<file path="src/rtl/key_debounce.sv">
// key_debounce: synchronizes and debounces a push-button into a clean level plus press/release pulses
module key_debounce #(
  parameter int unsigned DEBOUNCE_CYCLES = 1_000_000,
  parameter bit          KEY_ACTIVE_LOW  = 1'b1
) (
  input  logic clk,
  input  logic rst_n,
  input  logic key_in,
  output logic key_state,
  output logic key_press,
  output logic key_release
);
  localparam int TW = $clog2(DEBOUNCE_CYCLES);
  localparam logic [TW-1:0] TERM = TW'(DEBOUNCE_CYCLES - 1);
  localparam logic REL = KEY_ACTIVE_LOW;
  typedef enum logic [1:0] {IDLE, PRESS_WAIT, PRESSED, RELEASE_WAIT} state_t;
  state_t state, state_n;
  logic [TW-1:0] timer, timer_n;
  logic sync0, sync1, key_lvl, term;
  logic state_lvl_n, press_n, release_n;
  assign key_lvl = sync1 ^ REL;
  assign term = timer == TERM;
  // two-flop synchronizer; reset loads the released pin level so no false press appears
  always_ff @(posedge clk or negedge rst_n)
    if (!rst_n) {sync0, sync1} <= {REL, REL};
    else {sync0, sync1} <= {key_in, sync0};
  // state, timer and registered outputs
  always_ff @(posedge clk or negedge rst_n)
    if (!rst_n) begin
      state       <= IDLE;
      timer       <= '0;
      key_state   <= 1'b0;
      key_press   <= 1'b0;
      key_release <= 1'b0;
    end else begin
      state       <= state_n;
      timer       <= timer_n;
      key_state   <= state_lvl_n;
      key_press   <= press_n;
      key_release <= release_n;
    end
  // next state: a WAIT state survives only while the level holds; the timer restarts on every state change
  always_comb begin
    state_n     = state;
    timer_n     = timer;
    state_lvl_n = key_state;
    press_n     = 1'b0;
    release_n   = 1'b0;
    case (state)
      IDLE:
        if (key_lvl) begin
          state_n = PRESS_WAIT;
          timer_n = '0;
        end
      PRESS_WAIT:
        if (!key_lvl) begin
          state_n = IDLE;
          timer_n = '0;
        end else if (term) begin
          state_n     = PRESSED;
          timer_n     = '0;
          state_lvl_n = 1'b1;
          press_n     = 1'b1;
        end else timer_n = timer + 1'b1;
      PRESSED:
        if (!key_lvl) begin
          state_n = RELEASE_WAIT;
          timer_n = '0;
        end
      RELEASE_WAIT:
        if (key_lvl) begin
          state_n = PRESSED;
          timer_n = '0;
        end else if (term) begin
          state_n     = IDLE;
          timer_n     = '0;
          state_lvl_n = 1'b0;
          release_n   = 1'b1;
        end else timer_n = timer + 1'b1;
      default: begin
        state_n = IDLE;
        timer_n = '0;
      end
    endcase
  end
endmodule

</file>
<file path="config.mk">
export PLATFORM = sky130hd
export DESIGN_NAME = key_debounce
export DESIGN_NICKNAME = d
export VERILOG_FILES = /design/src/rtl/key_debounce.sv
export SDC_FILE = /design/constraint.sdc
export NUM_CORES = 1
export LEC_CHECK = 0
export CAP_MARGIN = 20
export CORE_AREA = 2 2 57 59
export CTS_BUF_LIST = sky130_fd_sc_hd__clkbuf_4
export DETAILED_ROUTE_END_ITERATION = 10
export DIE_AREA = 0 0 59 61
export GPL_TIMING_DRIVEN = 0
export PLACE_DENSITY_LB_ADDON = 0.12
export SLEW_MARGIN = 20
export SYNTH_ARGS = -nofsm -noshare
export SYNTH_HDL_FRONTEND = slang
export SYNTH_SLANG_ARGS = --single-unit
</file>
<file path="constraint.sdc">
create_clock -name clk -period 1.8 [get_ports clk]
set_input_delay 0.36 -clock clk [delete_from_list [all_inputs] [get_ports clk]]
set_output_delay 0.36 -clock clk [all_outputs]
set_load 0.01 [all_outputs]
</file>
After elaboration in Yosys (flattened, before gate mapping)
Index checks and enable logic that the tools add are counted.
{"block": "word_totals", "regBits": 27, "in_bits": 3, "out_inout_bits": 3, "elab_cells": 48}
{"block": "op_classes", "add_sub_neg": 1, "n_eq_ne": 12, "muxes": 23, "reduce_logical": 5}
{"op": "20-bit 2-to-1 mux", "n": 5}
{"op": "20-bit one-hot mux with 4 select lines", "n": 1}
{"op": "20-bit by 1-bit adder with 20-bit output, second input constant", "n": 1}
{"op": "20-bit == test, second input constant", "n": 1}
{"op": "2-bit 2-to-1 mux", "n": 6}
{"op": "2-bit != test, second input constant", "n": 6}
{"op": "1-bit 2-to-1 mux", "n": 9}
{"op": "2-bit one-hot mux with 4 select lines", "n": 1}
{"op": "3-bit != test, second input constant", "n": 2}
{"op": "5-bit AND reduction", "n": 1}
{"op": "2-bit == test, second input constant", "n": 2}
{"op": "4-bit AND reduction", "n": 1}
{"op": "2-bit by 1-bit == test with 1-bit output, second input constant", "n": 1}
{"op": "2-bit logical NOT", "n": 1}
{"op": "1-bit one-hot mux with 2 select lines", "n": 1}
{"op": "2-bit AND reduction", "n": 1}
{"op": "2-bit nonzero test", "n": 1}

Longest topological paths before layout
{"block": "logic_depth", "word_depth": 4, "ltp_mapped": 7, "ltp_nobuf": 6}

Worst setup path before layout
No wires, ideal clock.
{"block": "synth_timing", "path_kind": "reg-to-reg", "from": "register sync1", "to": "register timer[13]", "setup_ns": 0.083, "arrival_ns": 1.548, "t_required_ns": 1.717, "path_slack_ns": 0.169, "path_stages_with_launch": 7, "n_path_buf": 1, "synth_period_minus_slack_ns": 1.631, "cell_sequence": "dfstp_2 xnor2_1 nand2_1 a21o_1 buf_6 or3_1 o21ai_0"}
{"block": "synth_via", "elab_chain_cells": 2, "word_cells_on_any_way": 6, "cone_classes": "eq/ne (2); mux (3); reduce/logical (1)"}
{"item": "start, declared", "line": "19", "text": "logic sync0, sync1, key_lvl, term;"}
{"item": "start signal, assigned", "line": "25", "text": "if (!rst_n) {sync0, sync1} <= {REL, REL};"}
{"item": "start signal, assigned", "line": "26", "text": "else {sync0, sync1} <= {key_in, sync0};"}
{"item": "20-bit 2-to-1 mux, or another cell as far along", "line": "71", "text": "if (key_lvl) begin"}
{"item": "20-bit one-hot mux with 4 select lines / 2-bit AND reduction (equally long branches)"}
{"item": "end signal, assigned", "line": "37", "text": "timer <= timer_n;"}
{"item": "end, declared", "line": "18", "text": "logic [TW-1:0] timer, timer_n;"}
Several ways; a longest one is shown, not always the timed one.
A chain may end at the register's enable or synchronous reset.

Worst setup path in the final report
{"block": "layout_timing", "from": "register sync1", "to": "register timer[17]"}
Same word-level chain as after synthesis.

==> impl_results.md <==
- Flop pwr share: 45.2%
- YS warnings: 0
- Gpl congestion: 0.819
- Rows: 20
- Die boundary height: 61 um
- Sink Count: 27
- Cell area after synthesis: 1410 um2
- Slew Viols, Final: 0
- Register area share after synthesis: 48.2%
- DPL Wire Length: 2.07 mm
- Status: finished clean
- Ports: 6
- Worst setup path start: sync1
- CP startpoint kind: flop
- DRT iter0 DRCs: 19
- Final setup margin: 0.0942 ns
- Crit. End Element: flop
- Area after DPL: 1490 um2
- Arrival @ worst endpoint: 1.96 ns
- Antenna diode count: 0
- Sw Ratio: 39.1%
- Largest vdd supply drop: 475 uV
- Fin. Hold Viols: 0
- Tmin final: 1.71 ns
- Finish-stage setup viols: 0
- Vias in the first global route: 1135
- Drt via density: 6.00
- Starting Density: 47.6%
- H-tree depth: 1
- WHS: 0.0160 ns
- Combinational power share: 38.2%
- Fin crit share: 94.8%
- DIE AREA: 3600 um2
- CTS tree: done
- Leakage power: 0.669 nW
- Highest Clock Rate: 0.586 GHz
- Setup WS pre-CTS: -0.0813 ns
- Final clock skew: 0.00995 ns
- Layout area overhead: 17.3%
- Post-DR wirelength/cell: 15.7 um
- Kind of critical path: flop to flop
- Share of cells above drive strength 1: 20.4%
- Core region area: 2950 um2
- Chip width: 59 um
- Clock network latency to the later pin of the worst-skew pair: 0.33 ns
- Drt first pass iters: 5
- Number of synthesized register bits: 27
- Synth Flop Type: dfrtp_1
- Vias post-DR: 1199
- Cell internal pwr: 0.000986 W
- Sequential Area: 683 um2
- Clock share of power: 16.6%
- Hold crit path type: primary input to async pin
- Root buffer cell: clkbuf_4
- Asr flop ratio synth: 100%
- Design area: 1650 um2
- DRC violations left: 0
- Pin count of the biggest net entering global routing: 28
- Fill count: 279
- Post-CTS Hold Fix Bufs: 0
- I/O Buffers: 5
- NetSw: 0.000632 W
- Post-synth EDFFs: 0
- Initial antenna violation count: 0
- Congestion Overflow GR: 0
- MaxCap Viol Count: 0
- Syn nets: 157
- Post-synthesis cell type count: 35
- Worst Max-Slew Pin Slew: 0.608 ns
- Worst path required time: 2.06 ns
- Multi-input gate area in the final layout: 737 um2
- Mean Syn Cell Area: 9.19 um2
- Total Routed Length: 3.13 mm
- GR Util All Layers: 19.6%
- Antenna-violating nets left: 0
- TritonCTS Buffers: 3
- CTS Buffer Depth: 2
- Critical-path maximum fanout: 10
- R2r startpoint: sync1
- Clk pin slew, worst setup/hold paths: 0.16 ns
- Final net count: 172
- Global-route wire length before repair: 5.33 mm
- Pwr dens: 980 nW/um2
- Relative slew slack: 59.5%
- Mapped Cells: 153
==> placed cells by master, fill, tap and decap left out, types with 4 or more instances in the layout <==
cell	Yosys	layout
a21oi_1	12	11
nand2_1	15	14
and3_1	4	4
nor2_1	9	8
dfrtp_1	25	21
dfrtp_2	0	4
or3_1	4	4
o21ai_0	17	16
nand3_1	9	9
nand4_1	9	9
clkdlybuf4s50_1	0	4
inv_1	10	10
buf_4	0	5
==> cell type report <==
type	instances	area share [%]
clock inverter	1	0.303
buffer	5	2.50
inverter	10	2.27
sequential	27	41.4
tap	33	2.50
multi-input combinational	111	44.7
timing repair buffer	10	5.00
clock buffer	3	1.36
==> timing repair <==
| item | in CTS | in global routing |
|---|---|---|
| endpoints found under the setup margin | 18 | 23 |
| setup buffers | 2 | 3 |
| pin swaps | 3 | 7 |
| resized for setup | 3 | 17 |
==> through the flow <==
step	setup TNS [ns]	power [W]	std cells	util [%]
finish	0	0.00162	200	55.9
floorplan	0	0.00113	153	-
global route	-0.0390	0.00173	200	55.9
global placement	-0.917	0.00127	191	50.7
CTS	0	0.00158	197	52.5
detailed placement	-0.640	0.00129	191	50.6
==> cells by family after synthesis <==
kind of cell / count (synthesis) / share of synthesized area (%)
AO/OA/AOI/OAI: 39 / 15.8
flip-flops: 27 / 48.2
XOR/XNOR: 5 / 3.11
adder cells (fa/ha/maj): 1 / 0.890
multiplexers: 3 / 2.14
AND/OR/NAND/NOR: 63 / 24.2
buffers and inverters: 15 / 5.61
==> synth_stat cells, drive strengths merged, types with 2 or more instances <==
cell     n  area (um2)
dfstp    2        52.6
inv     10        37.5
nand3    9        45.0
xor2     2        17.5
buf      3        33.8
a21o     3        22.5
a21oi   13        68.8
dfrtp   25         626
o21ai   18        90.1
nor4     2        12.5
nand4    9        56.3
nor2    10        45.0
xnor2    3        26.3
or3      4        25.0
nor3     4        25.0
clkbuf   2        7.51
and3     4        25.0
mux2i    3        30.0
nand2   15        56.3
and4     2        20.0
==> path summary, 6_finish.rpt <==
path | end | slack, ns | depth (start not counted)
setup reg to reg | timer[17] | 0.09 | 6
min in group clk | sync1 | 0.37 | 0
hold reg to reg | sync1 | 0.37 | 0
setup / recovery | timer[17] | 0.09 | 6
max in group asynchronous | timer[15] | 1.34 | 1
hold / removal | key_release | 0.02 | 1
==> sequential cells by signal, indices dropped and copies added, names as in the netlist, named ones only <==
signal	flops
key_press	1
key_release	1
key_state	1
state	1
sync0	1
sync1	1
timer	20
==> worst max-delay path: stages, from the launching register on <==
cell	delay, ns
dfstp_2	0.62
xnor2_2	0.16
nand2_2	0.12
a21o_1	0.19
buf_6	0.14
or3_1	0.34
o21ai_0	0.07
==> power by group through the flow <==
stage          combinational (W)  sequential (W)  clock (W)
6_report                0.000618        0.000731   0.000268
5_1_grt                 0.000687        0.000739   0.000299
4_1_cts                 0.000590        0.000715   0.000279
3_5_place_dp            0.000564        0.000724          0
3_3_place_gp            0.000551        0.000719          0
2_1_floorplan           0.000416        0.000710          0
==> per-layer routing <==
layer	global-route usage, %	part of all wire, %	vias up
met5	0	0	-
met4	5.84	0.61	0
met2	32.7	49	10
met3	2.56	1.6	2
li1	-	-	577
met1	26.6	48	610
No activity file was read; power rests on OpenSTA's default activity.
